[src/rtl/interp_pkg.sv]
// Shared types and sizing helpers for the linear-interpolating upsampler.
package interp_pkg;

  typedef enum logic {
    IDLE = 1'b0,
    RUN  = 1'b1
  } interp_state_t;

  function automatic int calc_r(input int rate_log2);
    return 1 << rate_log2;
  endfunction

  function automatic int calc_acc_w(input int data_w, input int rate_log2);
    return data_w + rate_log2 + 1;
  endfunction

endpackage

[src/rtl/interp_linear.sv]
// Linear-interpolating upsampler: each accepted sample yields R beats ramping
// from the previous sample toward the new one, with no bubble between segments.
module interp_linear
  import interp_pkg::*;
#(
  parameter int DATA_W    = 8,
  parameter int RATE_LOG2 = 6
) (
  input  logic              clk,
  input  logic              reset,
  input  logic              clear,
  input  logic [DATA_W-1:0] in_data,
  input  logic              in_valid,
  output logic              in_ready,
  output logic [DATA_W-1:0] out_data,
  output logic              out_valid,
  input  logic              out_ready,
  output logic              out_last
);

  localparam int ACC_W = calc_acc_w(DATA_W, RATE_LOG2);
  localparam logic [RATE_LOG2-1:0] K_LAST = '1;

  interp_state_t            state, state_nxt;
  logic [DATA_W-1:0]        prev, prev_nxt;
  logic [DATA_W-1:0]        cur, cur_nxt;
  logic signed [DATA_W:0]   delta, delta_nxt;
  logic signed [ACC_W-1:0]  acc, acc_nxt;
  logic [RATE_LOG2-1:0]     k, k_nxt;
  logic                     last_beat, in_xfer, out_xfer;

  function automatic logic signed [DATA_W:0] seg_delta(input logic [DATA_W-1:0] a,
                                                       input logic [DATA_W-1:0] b);
    return $signed({1'b0, a}) - $signed({1'b0, b});
  endfunction

  // Start value of a segment: base sample scaled into the fixed-point accumulator.
  function automatic logic signed [ACC_W-1:0] load_acc(input logic [DATA_W-1:0] base);
    return $signed({{(ACC_W-DATA_W-RATE_LOG2){1'b0}}, base, {RATE_LOG2{1'b0}}});
  endfunction

  function automatic logic signed [ACC_W-1:0] step_acc(input logic signed [ACC_W-1:0] a,
                                                       input logic signed [DATA_W:0]  d);
    return a + $signed({{(ACC_W-DATA_W-1){d[DATA_W]}}, d});
  endfunction

  // Floor division by R; the ramp stays between its endpoints so truncation is exact.
  function automatic logic [DATA_W-1:0] acc_to_sample(input logic signed [ACC_W-1:0] a);
    logic signed [ACC_W-1:0] s;
    s = a >>> RATE_LOG2;
    return s[DATA_W-1:0];
  endfunction

  assign last_beat = (k == K_LAST);
  assign out_valid = (state == RUN);
  assign out_last  = (state == RUN) && last_beat;
  assign out_data  = acc_to_sample(acc);
  assign in_ready  = !reset && ((state == IDLE) || ((state == RUN) && last_beat && out_ready));
  assign in_xfer   = in_valid && in_ready;
  assign out_xfer  = out_valid && out_ready;

  always_comb begin
    state_nxt = state;
    prev_nxt  = prev;
    cur_nxt   = cur;
    delta_nxt = delta;
    acc_nxt   = acc;
    k_nxt     = k;
    if (clear) begin
      state_nxt = IDLE;
      prev_nxt  = '0;
      cur_nxt   = '0;
      delta_nxt = '0;
      acc_nxt   = '0;
      k_nxt     = '0;
    end else begin
      case (state)
        IDLE: begin
          if (in_xfer) begin
            cur_nxt   = in_data;
            delta_nxt = seg_delta(in_data, prev);
            acc_nxt   = load_acc(prev);
            k_nxt     = '0;
            state_nxt = RUN;
          end
        end
        RUN: begin
          if (out_xfer) begin
            if (!last_beat) begin
              acc_nxt = step_acc(acc, delta);
              k_nxt   = k + 1'b1;
            end else begin
              // Segment done: the target becomes the new history sample.
              prev_nxt = cur;
              if (in_xfer) begin
                cur_nxt   = in_data;
                delta_nxt = seg_delta(in_data, cur);
                acc_nxt   = load_acc(cur);
                k_nxt     = '0;
              end else begin
                state_nxt = IDLE;
              end
            end
          end
        end
        default: state_nxt = IDLE;
      endcase
    end
  end

  always_ff @(posedge clk or posedge reset) begin
    if (reset) begin
      state <= IDLE;
      prev  <= '0;
      cur   <= '0;
      delta <= '0;
      acc   <= '0;
      k     <= '0;
    end else begin
      state <= state_nxt;
      prev  <= prev_nxt;
      cur   <= cur_nxt;
      delta <= delta_nxt;
      acc   <= acc_nxt;
      k     <= k_nxt;
    end
  end

endmodule
[config.mk]
export PLATFORM = sky130hd
export DESIGN_NAME = interp_linear
export DESIGN_NICKNAME = d
export VERILOG_FILES = /design/src/rtl/interp_pkg.sv /design/src/rtl/interp_linear.sv
export SDC_FILE = /design/constraint.sdc
export NUM_CORES = 1
export LEC_CHECK = 0
export CORE_MARGIN = 2
export CORE_UTILIZATION = 45
export DETAILED_ROUTE_END_ITERATION = 12
export PLACE_DENSITY = 0.7
export SLEW_MARGIN = 20
export SYNTH_ARGS = -nofsm -noshare
export SYNTH_HDL_FRONTEND = slang
export SYNTH_SLANG_ARGS = --single-unit
export TNS_END_PERCENT = 30
[constraint.sdc]
create_clock -name clk -period 4.6 [get_ports clk]
set_input_delay 1.38 -clock clk [delete_from_list [all_inputs] [get_ports clk]]
set_output_delay 1.38 -clock clk [all_outputs]
set_load 0.02 [all_outputs]
==> metrics <==
CP max-delay cell=clkdlybuf4s50_1; CP dominant cell by count=clkdlybuf4s50_1; total gr overflow=0; Sw Pwr=0.234 mW; final period utilization=91.9%; Mapped Area=~3200 um^2; row count=30; Port Buf Inserts=23; clk_skew=0.00640 ns; CTS tree=built; Final Hold Vio Count=0; worst-margin pin slew=roughly 0.9 ns; Slew HR=40.9%; Initial Util=46.8%; CP peak stage delay=roughly 0.6 ns; DRC Markers=0; CP Class=input port to primary output; Total Wirelength=7120 um; post-cts sizing count=0; startpoint types=input port; synth warn=0; Starting DRT DRC Count=133; Cells on Worst Hold Path=2; Max clock buf depth=2; Post-synth EDFFs=0; Seq cells post-synth=46; initial antenna violation count=0; CP bufs+invs=2; part of the power in registers=49.3%; DR pass1 iterations=5; die span in y=88.3 um; Worst Hold Class=flop to flop; largest net degree at the start of global routing=47; routability cong.=0.895; synthesized instance count=366; Data arrival, critical path=2.85 ns; vias in the first global route=around 2.4k; post-synthesis cell type count=61; gr usage total=19.9%; dpl hpwl=between 5000 and 6000 um; status=complete, no violations; total of max-cap violations=0; endpoints failing setup=0; final max-slew violation count=0; R2R cell count=11; RSZ-0062 raised after global routing=false; Max Fanout on Critical Path=5; post-layout util=52.0%; f_max=~0.24 GHz; largest cells by area after synthesis=dfrtp_1 36%, ha_1 8.6%, nand2_1 7.1%; syn avg cell area=8.73 um^2; clock root buffer=clkbuf_8; Post-Place Setup Slack=about 0.38 ns; combinational share of power=15.6%; Async SR Flop Fraction=100%; Net Count, Synth=403; Post-CTS Setup Inserts=0; Worst-Skew Late Latency=about 0.30 ns; Placeable Area=about 6800 um^2; routed vias=~2.7k; Clk pwr share=35.1%; final setup TNS=0 ns; register area share after synthesis=36.0%; power density cells=243 nW/um^2; area share of the largest cell type after synthesis=36.0%; CTS Buf Count=5; DR vias/cell=roughly 5.6; clk slew on worst S/H paths=roughly 0.09 ns; first-pass GRT wire length=11900 um; area leader, netlist=dfrtp_1; number of top-level pins=24; share of cells above drive strength 1=under 10%; crit path time final=4.23 ns; Worst VDD drop=between 0.1 and 0.15 mV; crit path capture type=primary output; crit-path cells=clkdlybuf4s50_1 -> a41oi_4 -> nor2_1 -> clkdlybuf4s50_1; Internal Pwr Total=between 0.6 and 0.7 mW; Final WS setup=0.372 ns; Antenna Nets Post-Route=0; number of hold buffers added after CTS=0; area grow syn2layout=11.2%; CP delay by family, top=buffers and inverters; Sink Count=46; die width=88.3 um; switch share=27.1%; Critical Path RT=3.22 ns; antenna cells=0; Worst path depth=4; drt wl/cell=15.0 um; Leak=around 1.6 nW; Final Net Count=415; Die ar.=7790 um^2; # H-tree levels=2; ys flop type=dfrtp_1
[per-stage QoR]
step,instances,total power [mW],area [um^2],hold slack [ns]
floorplan,366,0.528,3190,0.447
global placement,467,0.567,3440,0.460
detailed placement,467,0.569,3440,0.478
CTS,475,0.870,3550,0.501
global route,475,0.904,3550,0.523
finish,475,0.864,3550,0.497
[path summary, 6_finish.rpt]
check                          start  slack (ns)  endpoint
setup / recovery           out_ready        0.37  in_ready
hold / removal                acc[0]        0.50    acc[0]
setup reg to reg           out_valid        2.07  delta[8]
hold reg to reg               acc[0]        0.50    acc[0]
max in group asynchronous      reset        2.62   acc[11]
min in group asynchronous      reset        1.58      k[4]
[synth_stat cells (all sizes together), types with 4 or more instances]
cell type,number
nand2,60
dfrtp,46
nor2,37
a21oi,32
ha,22
o21ai,22
buf,16
mux2i,13
inv,10
a21o,8
nand3,8
nor2b,7
xnor2,7
xor2,7
clkbuf,6
and2,4
or3,4
[area by class of cell]
type                    instances  area [um^2]
fillers                       677         3280
clock inverters                 2         37.5
inverters                      10         40.0
well taps                      96          120
flip-flops and latches         46         1150
clock buffers                   6         72.6
repair buffers                 27          260
multi-input cells             288         1870
[power by group through the flow]
stage	combinational, mW	sequential (mW)	clock (mW)
6_report	0.135	0.426	0.303
5_1_grt	0.152	0.428	0.324
4_1_cts	0.136	0.426	0.308
3_5_place_dp	0.135	0.434	0
3_3_place_gp	0.133	0.433	0
2_1_floorplan	0.0984	0.430	0
[cell families after synthesis]
kind of cell / share of synthesized area (%)
flip-flops: 36.0
multiplexers: 4.78
XOR/XNOR: 3.84
AND/OR/NAND/NOR: 19.5
AO/OA/AOI/OAI: 20.5
adder cells (fa/ha/maj): 9.87
buffers and inverters: 5.44
[routing by layer]
metal  routed length, um  up-vias  track usage (%)
li1                    -     1335                -
met2                3210       60             30.9
met5                   0        -                0
met1                3480     1265             29.2
met3                 318        9             2.80
met4                 117        0             5.23
[sequential cells by signal (all words and copies together) (netlist names)]
| signal | count |
|---|---|
| acc | 14 |
| cur | 8 |
| delta | 9 |
| k | 6 |
| out_valid | 1 |
| prev | 8 |
[cell usage in the layout, fill, tap and decap left out, types with 2 or more instances in the layout]
cell | synthesis | layout
a211oi_1 | 3 | 3
a21o_1 | 8 | 8
a21oi_1 | 31 | 31
a221o_1 | 2 | 2
a221oi_1 | 2 | 2
a2bb2oi_1 | 2 | 2
a31oi_1 | 2 | 2
a32o_1 | 3 | 3
a32oi_1 | 2 | 2
and2_1 | 4 | 4
buf_4 | 8 | 4
clkbuf_8 | 0 | 5
clkdlybuf4s50_1 | 0 | 23
dfrtp_1 | 46 | 46
fa_1 | 2 | 2
ha_1 | 22 | 22
inv_1 | 9 | 8
mux2_2 | 2 | 2
mux2i_1 | 13 | 13
nand2_1 | 60 | 60
nand2b_1 | 2 | 2
nand3_1 | 8 | 8
nand3b_1 | 2 | 2
nand4_1 | 3 | 3
nor2_1 | 36 | 36
nor2b_1 | 7 | 7
nor3_1 | 3 | 3
o21a_1 | 2 | 2
o21ai_0 | 20 | 20
o21ai_1 | 2 | 2
o31ai_1 | 2 | 2
o41ai_1 | 2 | 2
or3_1 | 4 | 4
xnor2_1 | 7 | 7
xor2_1 | 7 | 7
[worst min-delay path, stage by stage, from the launching register on]
cell and delay, ns:
dfrtp_1 0.36, nand2_1 0.05, o21ai_0 0.06
No activity file was read; power rests on OpenSTA's default activity.
==> patch (same flow settings) <==
Set the parameter `RATE_LOG2` to 8 (it was 6).
--- a/src/rtl/interp_linear.sv
+++ b/src/rtl/interp_linear.sv
@@ -5,5 +5,5 @@
 #(
   parameter int DATA_W    = 8,
-  parameter int RATE_LOG2 = 6
+  parameter int RATE_LOG2 = 8
 ) (
   input  logic              clk,
Check against the original RTL: not equivalent (a bounded check fails within 4 cycles, from zero or initial values and one cycle with reset high).
==> patch against the original RTL <==
Design area increased by 11%. Sequential cell count increased by 4. Total power increased by 15%. Area after synthesis increased by 11%. Setup slack improved by 0.12 ns. First-iteration DRC count increased by 47%. Routed wire length increased by 20%. Clock skew increased by 0.0023 ns. Combinational power increased by 17%.
==> patch: results (changes against the original RTL) <==
** Global route
- The met1 usage was 31.5% (+2.3 points).
- GRT Resource Usage Total :: 21.6% (+1.7 points)
- Pin count of the biggest net entering global routing :: 51 (+8.5%)
- Wire length of the first global-routing pass :: 14.7 mm (+23%)
- Number of global-route vias before repair :: 2905 (+20%)

** Routing
- Met3 Wirelength :: 456 um (+43%)
- The met2 wire length was 3.92 mm (+22%).
- The routed metal-1 wirelength was 4.07 mm (+17%).
- The post-detailed-route wirelength per cell came to 16.3 um (+8.6%).
- The DRC marker count from the first detailed-route iteration is 195 (+47%).

** Worst setup path
- In this run the critical register-to-register path is captured at delta[6].
- Worst-path fanout max :: 3 (-2)
- The flop-to-flop setup slack came to 1.60 ns (-0.47 ns).
- The critical path arrival is 2.73 ns (-0.12 ns).

** STA
- Final hold slack :: 0.494 ns (-0.00257 ns)
- Clock skew :: 0.00874 ns (+0.00235 ns)
- Worst Max-Slew Pin Slew :: 0.875 ns (-0.00622 ns)

** Finish
- Clock buf count :: 5 (-1)
- The layout cell share with drive strength beyond 1 came to 6.41% (+0.87 points).
- Signal buf overhead :: 6.96% (-0.36 points)
- The count of plain and timing-repair buffers came to 29 (+7.4%).
- Count of nets after finishing :: 459 (+11%)
- The clock-cell share of area was 3.48% (+0.38 points).
- Non-clock inverter instance count of the final layout :: 11 (+1)
- The area taken by multi-input logic gates was 2120 um2 (+13%).

** Pwr
- The maximum vdd ir drop is 0.169 mV (+13%).
- The internal power consumption is 0.730 mW (+16%).
- The sequential cell fraction of total power is 46.5% (-2.8 points).
- The leakage power figure was 1.74 nW (+7.8%).

** Synthesis
- Sequential area share after synthesis :: 35.4% (-0.66 points)
- The net count after synthesis was 445 (+10%).
- List of most frequent post-synthesis cells :: 52 x nand2_1, 50 x dfrtp_1, 45 x a21oi_1, 35 x nor2_1, 27 x o21ai_0
- The number of register bits inferred by synthesis was 50 (+8.7%).
- Sorting the synthesized cells by area gives the leading types as dfrtp_1 35%, ha_1 8.5%, a21oi_1 6.4%.
- The number of distinct library cells after synthesis came to 64 (+4.9%).

** Placed design
- Global placement routability congestion :: 0.824 (-8.0%)

** Run status
- The run finished with clean final reports.

** Min path
- HP Start :: acc[2]
- Worst min-delay path endpoint :: acc[2]
## patch: changes by cell type after synthesis, moves of 4 or more
| cell | delta |
|---|---|
| or3_1 | +4 |
| a22o_1 | +4 |
| o21ai_0 | +7 |
| nand2_1 | -8 |
| nor3_1 | +8 |
| dfrtp_1 | +4 |
| o221ai_1 | +4 |
| a21oi_1 | +14 |
## patch: logic make-up after synthesis
kind of cell | count (synthesis) | share of synthesized area (%)
AOI/OAI and AO/OA | 121 | 22.6
xor gates and xnor gates | 15 | 3.71
adders and majority gates | 26 | 9.62
buffers and inverters | 33 | 4.74
DFF | 50 | 35.4
muxes | 13 | 3.68
and+or+nand+nor | 148 | 20.3
## patch: per-stage QoR
stage	cells	instance area [um2]	setup WS [ns]	power [mW]
floorplan	406	3540	1.48	0.578
global placement	515	3810	0.490	0.625
detailed placement	515	3810	0.507	0.628
CTS	523	3950	0.488	1.00
global route	523	3950	0.439	1.04
finish	523	3950	0.490	0.993
